==> config.mk <==
export PLATFORM = sky130hd
export DESIGN_NAME = segment7_dual_rail_flat
export DESIGN_NICKNAME = d
export VERILOG_FILES = /design/src/rtl/seg7_pkg.sv /design/src/rtl/segment7_dual_rail_if.sv /design/src/rtl/segment7_dual_rail_ncl_completion.sv /design/src/rtl/segment7_dual_rail.sv /design/src/flat_wrapper.sv
export SDC_FILE = /design/constraint.sdc
export NUM_CORES = 1
export LEC_CHECK = 0
export CAP_MARGIN = 20
export CELL_PAD_IN_SITES_DETAIL_PLACEMENT = 1
export CELL_PAD_IN_SITES_GLOBAL_PLACEMENT = 1
export CORE_MARGIN = 3
export CORE_UTILIZATION = 37
export CTS_CLUSTER_SIZE = 10
export DETAILED_ROUTE_END_ITERATION = 7
export GPL_TIMING_DRIVEN = 0
export PLACE_DENSITY = 0.84
export REMOVE_ABC_BUFFERS = 1
export SYNTH_ARGS = -nofsm -noshare
export SYNTH_HDL_FRONTEND = slang
export SYNTH_HIERARCHICAL = 1
export SYNTH_SLANG_ARGS = --single-unit
==> constraint.sdc <==
create_clock -name clk -period 1.9 [get_ports clk]
set_input_delay 0.57 -clock clk [delete_from_list [all_inputs] [get_ports clk]]
set_output_delay 0.57 -clock clk [all_outputs]
set_load 0.01 [all_outputs]
==> src/rtl/seg7_pkg.sv <==
// Shared types and the hex-to-segment table for the dual-rail 7-segment decoder.
package seg7_pkg;

    typedef struct packed {
        logic t;
        logic f;
    } dr_bit_t;

    typedef enum logic {PH_NULL, PH_DATA} phase_e;

    // Index 15 sits in the top slice, so the list reads F down to 0 (segment order g..a).
    localparam logic [15:0][6:0] SEG_TABLE = {
        7'h71, 7'h79, 7'h5E, 7'h39, 7'h7C, 7'h77, 7'h6F, 7'h7F,
        7'h07, 7'h7D, 7'h6D, 7'h66, 7'h4F, 7'h5B, 7'h06, 7'h3F
    };

    function automatic logic [6:0] hex_to_seg(input logic [3:0] value);
        return SEG_TABLE[value];
    endfunction

endpackage

==> src/rtl/segment7_dual_rail_if.sv <==
// Dual-rail value in, dual-rail segments out; the decoder is the slave side.
interface segment7_dual_rail_if;

    logic [3:0] bcd_t;
    logic [3:0] bcd_f;
    logic [6:0] seg_t;
    logic [6:0] seg_f;
    logic       complete;
    logic       err;

    modport master (output bcd_t, bcd_f, input seg_t, seg_f, complete, err);
    modport slave  (input bcd_t, bcd_f, output seg_t, seg_f, complete, err);

endinterface

==> src/rtl/segment7_dual_rail_ncl_completion.sv <==
// Combinational completion detection over W dual-rail bits.
module ncl_completion
    import seg7_pkg::*;
#(
    parameter int W = 4
) (
    input  dr_bit_t [W-1:0] bits,
    output logic            all_data,
    output logic            all_null,
    output logic            any_illegal
);

    logic [W-1:0] t;
    logic [W-1:0] f;

    always_comb begin
        for (int i = 0; i < W; i++) begin
            t[i] = bits[i].t;
            f[i] = bits[i].f;
        end
    end

    // A bit is DATA only when exactly one rail is high, so ILLEGAL bits never count as DATA.
    assign all_data    = &(t ^ f);
    assign all_null    = ~|(t | f);
    assign any_illegal = |(t & f);

endmodule

==> src/rtl/segment7_dual_rail.sv <==
// Dual-rail hex-to-7-segment decoder with NCL hysteresis held in a clocked phase flop.
module segment7_dual_rail
    import seg7_pkg::*;
(
    input  logic                        clk,
    input  logic                        rst_n,
    segment7_dual_rail_if.slave         bus
);

    dr_bit_t [3:0] in_bits;
    logic          all_data;
    logic          all_null;
    logic          any_illegal;

    phase_e     phase, phase_next;
    logic [6:0] seg_t_q, seg_t_next;
    logic [6:0] seg_f_q, seg_f_next;
    logic       err_q;

    always_comb begin
        for (int i = 0; i < 4; i++) begin
            in_bits[i].t = bus.bcd_t[i];
            in_bits[i].f = bus.bcd_f[i];
        end
    end

    ncl_completion #(.W(4)) u_in_completion (
        .bits        (in_bits),
        .all_data    (all_data),
        .all_null    (all_null),
        .any_illegal (any_illegal)
    );

    // NOTE: defaults first so every path assigns every output; no latches can be inferred.
    always_comb begin
        phase_next = phase;
        seg_t_next = seg_t_q;
        seg_f_next = seg_f_q;
        unique case (phase)
            PH_NULL: begin
                if (all_data && !any_illegal) begin
                    phase_next = PH_DATA;
                    seg_t_next = hex_to_seg(bus.bcd_t);
                    seg_f_next = ~hex_to_seg(bus.bcd_t);
                end
            end
            PH_DATA: begin
                if (all_null) begin
                    phase_next = PH_NULL;
                    seg_t_next = '0;
                    seg_f_next = '0;
                end
            end
            default: phase_next = PH_NULL;
        endcase
    end

    // NOTE: state flops use non-blocking assignments so all registers update from the same pre-edge values.
    always_ff @(posedge clk or negedge rst_n) begin
        if (!rst_n) begin
            phase   <= PH_NULL;
            seg_t_q <= '0;
            seg_f_q <= '0;
            err_q   <= 1'b0;
        end else begin
            phase   <= phase_next;
            seg_t_q <= seg_t_next;
            seg_f_q <= seg_f_next;
            err_q   <= any_illegal;
        end
    end

    assign bus.seg_t    = seg_t_q;
    assign bus.seg_f    = seg_f_q;
    assign bus.complete = (phase == PH_DATA);
    assign bus.err      = err_q;

endmodule

==> src/flat_wrapper.sv <==
// flat-port wrapper written by rule: the top's interface ports become plain ports
module segment7_dual_rail_flat import seg7_pkg::*;
  (clk, rst_n, bus_bcd_t, bus_bcd_f, bus_seg_t, bus_seg_f, bus_complete, bus_err);
  segment7_dual_rail_if bus_i ();
  input  logic clk;
  input  logic rst_n;
  input wire logic [$bits(bus_i.bcd_t)-1:0] bus_bcd_t;
  input wire logic [$bits(bus_i.bcd_f)-1:0] bus_bcd_f;
  output wire logic [$bits(bus_i.seg_t)-1:0] bus_seg_t;
  output wire logic [$bits(bus_i.seg_f)-1:0] bus_seg_f;
  output wire logic [$bits(bus_i.complete)-1:0] bus_complete;
  output wire logic [$bits(bus_i.err)-1:0] bus_err;
  assign bus_i.bcd_t = bus_bcd_t;
  assign bus_i.bcd_f = bus_bcd_f;
  assign bus_seg_t = bus_i.seg_t;
  assign bus_seg_f = bus_i.seg_f;
  assign bus_complete = bus_i.complete;
  assign bus_err = bus_i.err;
  segment7_dual_rail u_core (.clk(clk), .rst_n(rst_n), .bus(bus_i));
endmodule
After elaboration in Yosys (flattened, before gate mapping)
Memory sizes are Yosys's and may differ from the RTL's. Index checks and enable logic that the tools add are counted.

Input bits: 10. Logic and storage cells: 28. Memories kept: 1. Register bits after elaboration: 16. Memory bits (read-only): 112. Output and inout bits: 16.

Memories: (name not given) (words 16, bits a word 7, rd ports 1, clocked after memory_dff 0, write ports 0, line seg7_pkg.sv:18) `return SEG_TABLE[value];`.

Bitwise gates (word level): 5. Magnitude comparators: 1. Muxes and demuxes: 9. Reductions and logical operators: 6. Eq/ne operators: 2.

Operator list (number): 7-bit two-way mux (4); 7-bit one-hot mux with 2 select lines (2); 4-bit OR reduction (2); 7-bit inverter (1); 4-bit by 5-bit < comparator with 1-bit output (second input constant) (1); 4-bit bitwise AND (1); 4-bit OR (1); 4-bit AND reduction (1); 4-bit bitwise XOR (1); 1-bit two-way mux (2); 2-bit by 1-bit inequality test with 1-bit output (second input constant) (1); 2-bit inequality test (second input constant) (1); 1-bit one-hot mux with 2 select lines (1); 2-bit AND reduction (1); 1-bit logical AND (1); 1-bit zero test (1); 1-bit inverter (1).

Longest topological paths before layout
Word-level depth: 6. Mapped depth: 7. Gate-level depth less buffers: 6.

By module
Netlist, hierarchy kept.

Modules (own cells, without submodules): segment7_dual_rail (instances 1, cells an instance 81, area each 905.9 sq um, seq. area each 400.4 sq um); ncl_completion (instances 1, cells an instance 19, area each 155.1 sq um, seq. area each 0.0 sq um).

Worst setup path before layout
No wires, ideal clock.

Kind: input -> register. From: input bus_bcd_f[1]. To: register u_core.seg_f_q[4], in the netlist u_core/bus.seg_f[4]. Library setup time: 0.118 ns. Stages: 6. Path slack: -0.372 ns. Buffers on the path: 1. Data required time: 1.782 ns. Arrival: 2.154 ns. Path through: ha_1 > or4_1 > or3b_1 > buf_6 > and3_1 > a21o_1.

Cells in the longest elaborated chain, start to end: 6. Elaborated cells between the ends (all ways): 11. Those cells by class: eq/ne (2); bitwise (3); reduce/logical (6).

Ends and longest elaborated chain: start: declaration (line flat_wrapper.sv:8) `input wire logic [$bits(bus_i.bcd_f)-1:0] bus_bcd_f;`; 4-bit bitwise AND (line segment7_dual_rail_ncl_completion.sv:26) `assign any_illegal = |(t & f);`; 4-bit OR reduction (line segment7_dual_rail_ncl_completion.sv:26); net u_core.any_illegal (line segment7_dual_rail.sv:13) `logic any_illegal;`; 1-bit zero test (line segment7_dual_rail.sv:41) `if (all_data && !any_illegal) begin`; 1-bit logical AND (line segment7_dual_rail.sv:41); 2-bit by 1-bit inequality test with 1-bit output (no line); 2-bit AND reduction (no line); end signal: assignment (line segment7_dual_rail.sv:68) `seg_f_q <= seg_f_next;`; end: declaration (line segment7_dual_rail.sv:17) `logic [6:0] seg_f_q, seg_f_next;`.

The timed path passes the listed nets, and every way through them passes these cells. A chain may end at the register's enable or synchronous reset.

Final worst setup path
From: input bus_bcd_t[2]. To: register u_core.seg_f_q[2], in the netlist u_core/bus.seg_f[2].

Cells in the longest elaborated chain, start to end: 6. Elaborated cells between the ends (all ways): 16. Those cells by class: eq/ne (2); mux (3); bitwise (4); reduce/logical (6); memory (1).

Ends and longest elaborated chain: start: declaration (line flat_wrapper.sv:7) `input wire logic [$bits(bus_i.bcd_t)-1:0] bus_bcd_t;`; 4-bit bitwise AND (line segment7_dual_rail_ncl_completion.sv:26); 4-bit OR reduction (line segment7_dual_rail_ncl_completion.sv:26); net u_core.any_illegal (line segment7_dual_rail.sv:13); 1-bit zero test (line segment7_dual_rail.sv:41); 1-bit logical AND (line segment7_dual_rail.sv:41); 2-bit by 1-bit inequality test with 1-bit output (no line); 2-bit AND reduction (no line).

The timed path passes the listed nets, and every way through them passes these cells. The select of a mux whose other input is x is not followed.

==> results.yml <==
sta:
  setup_tns_ns: -1.19
  fin_crit_sh_pct: 108
  holdWs_ns: 0.492
  fmax_mhz: 486
  min_period_ns: 2.06
  maxSlewHeadroom_pct: 51.2
  drv_slew: 0
  finalHoldViolations: 0
  clock_skew_ns: 0.00357
  tightest_slew_ns: 0.729
  setup_ws_ns: -0.158
  setup_viol: 10
  rsz0062_at_grt: "yes"
synthesis:
  synth-seq-cells: 16
  synth_ff_type: "dfrtp_1"
  ys_top_cells_by_count: "dfrtp_1, ha_1, inv_1, o21ai_0, a21o_1"
  synth_most_common_cell: "dfrtp_1"
  synthArstFlopShare_pct: 100
  yosys_warnings: 6
  synthDistinctLibCells: 32
  synth_edf_count: 0
  yosysSeqAreaShare_pct: 37.7
  synth_top_area_share_pct: 37.7
  synthTopCellsByArea: "dfrtp_1, ha_1, o21ai_0"
  yosysTopAreaCell: "dfrtp_1"
  syn_inst: 100
  synth_area_per_cell_um2: 10.6
  synth_area_um2: 1060
global_route:
  grt_max_degree: 17
  grt_remaining_overflow: 0
  grt_use_total_pct: 21.5
  grt_pass1_vias: 1078
  grt_pass1_wl_um: 5510
  antenna_found_initial: 0
power:
  sw_frac_of_total_pct: 29.0
  p_total_mw: 0.743
  p_clk_share_pct: 23.9
  p_int_mw: 0.527
  p_seq_share_pct: 50.4
  power_frac_comb_pct: 25.8
  p_switching_mw: 0.216
  p_per_area_nw_per_um2: 489
  p_leak_nw: 0.764
  vdd_drop_max_uv: 376
critical_path:
  cp-end-kind: "flop"
  arrival_ns: 2.24
  ff2ff_setup_slack_ns: 0.46
  startpoint_type: "input pin"
  worstPathMaxFanout: 7
  r2r_cells: 3
  path_class: "input pin to flop"
  critPathRequiredTime_ns: 2.08
route:
  drc_errors: 0
  drt_pre_antenna_iters: 4
  drtIter0Drc: 18
  post_drt_wl_per_cell_um: 20.4
  route.vias.total: 921
  viasPerCell: 5.65
  ant_nets: 0
  routed_wl_um: 3320
die:
  row_count: 18
  die_h_um: 59.6
  die_x_um: 59.6
  die-area_um2: 3550
  ios: 26
  core_area_um2: 2590
  start_util_pct: 41.0
run_status:
  violations: "setup timing"
  status: "finished, violations left"
job:
  drv_cap: 0
clock_tree:
  max-clock-path-buffers: 2
  cts_root_buf: "clkbuf_4"
  clock_latency_ns: 0.29
  htreeDepth: 1
  cts_buffers: 3
  cts_tree: "yes"
  clk_pin_slew_ns: 0.09
  cts_hold_buf: 0
  cts_sinks: 16
finish:
  syn_to_final_growth_pct: 43.0
  design_area_um2: 1520
  utilization_pct: 58.6
  fillerInstances: 285
  diodes: 0
  fin_nets: 160
  stdcell_count: 163
  drive_gt1_share_pct: 30.1
place:
  gp_congestion: 0.742
  port_buffers: 25
  dp_cells: 152
  dpl-instance-area_um2: 1320
  hpwlAfterDp_um: 2160
  place_ws_ns: -1.52
hold_path:
  hp-class: "flop to flop"
  hold_depth: 1
## metal layers
layer	global-route usage [%]	part of all wire, %	vias up
met1	24.0	40	469
met5	0	0	-
met2	38.4	53	22
li1	-	-	420
met4	7.91	2.5	0
met3	6.10	4.3	10
## registers in the layout, indices dropped and copies added, names as in the netlist
register and cells:
u_core/bus.seg_t 7, u_core/bus.complete 1, u_core/bus.err 1, u_core/bus.seg_f 7
## what timing repair did
action / 4_1_cts / 5_1_grt
hold endpoints to repair: 0 / 0
cloned: 1 / 0
gates resized for setup: 65 / 10
buffers inserted: 6 / 1
setup endpoints to repair: 17 / 14
pin swaps: 11 / 4
## worst paths after layout
path,startpoint,to
max,bus_bcd_t[2],u_core/bus.seg_f[2]
min in group asynchronous,rst_n,u_core/bus.seg_t[0]
min reg2reg,u_core/bus.seg_f[0],u_core/bus.seg_f[0]
max in group asynchronous,rst_n,u_core/bus.complete
min,u_core/bus.seg_f[0],u_core/bus.seg_f[0]
max reg2reg,u_core/bus.complete,u_core/bus.seg_f[2]
## layout by cell type, fill, tap and decap left out, types with 2 or more instances in the layout
cell type        synthesis  final
nor2_1                   4      4
a21o_1                   5      5
mux2i_1                  2      2
dfrtp_1                 16     15
ha_4                     0      3
o21ai_0                  9      7
clkbuf_4                 0      3
or3b_4                   0      2
clkdlybuf4s50_1          0     16
buf_12                   0      3
and3_4                   0      2
nand2_1                  4      4
buf_4                    1      7
mux2_2                   3      3
buf_2                    0      3
inv_1                   12     11
nand3_1                  3      2
ha_1                    15     11
## worst max-delay path: stages
cell and delay [ns]:
buf_12 0.10, ha_4 0.15, or4_4 0.60, or3b_4 0.49
and3_4 0.18, a21o_1 0.14
## power groups by stage
stage | Clock [mW] | Combinational, mW | Sequential, mW
final | 0.177 | 0.191 | 0.374
after detailed placement | 0 | 0.160 | 0.376
after global placement | 0 | 0.149 | 0.373
after floorplan | 0 | 0.0630 | 0.380
after CTS | 0.186 | 0.181 | 0.372
after global routing | 0.201 | 0.208 | 0.376
## cell families (layout without fill, tap and decap cells)
logic type / count (synthesis) / count (layout) / synth area share (%)
and+or+nand+nor: 25 / 26 / 14.7
DFF: 16 / 16 / 37.7
buffers and inverters: 15 / 47 / 7.08
muxes: 6 / 6 / 7.55
AOI/OAI and AO/OA: 23 / 23 / 15.2
adders and majority gates: 15 / 15 / 17.7
## area by class of cell
| type | instances | area (µm²) | area share, % |
|---|---|---|---|
| Clock buffer | 3 | 22.5 | 1.48 |
| Inverter | 12 | 45.0 | 2.97 |
| Sequential cell | 16 | 402 | 26.5 |
| Tap cell | 30 | 37.5 | 2.47 |
| Multi-Input combinational cell | 70 | 688 | 45.3 |
| Timing Repair Buffer | 32 | 323 | 21.3 |
Note: power is estimated with default switching activity, not from simulation.
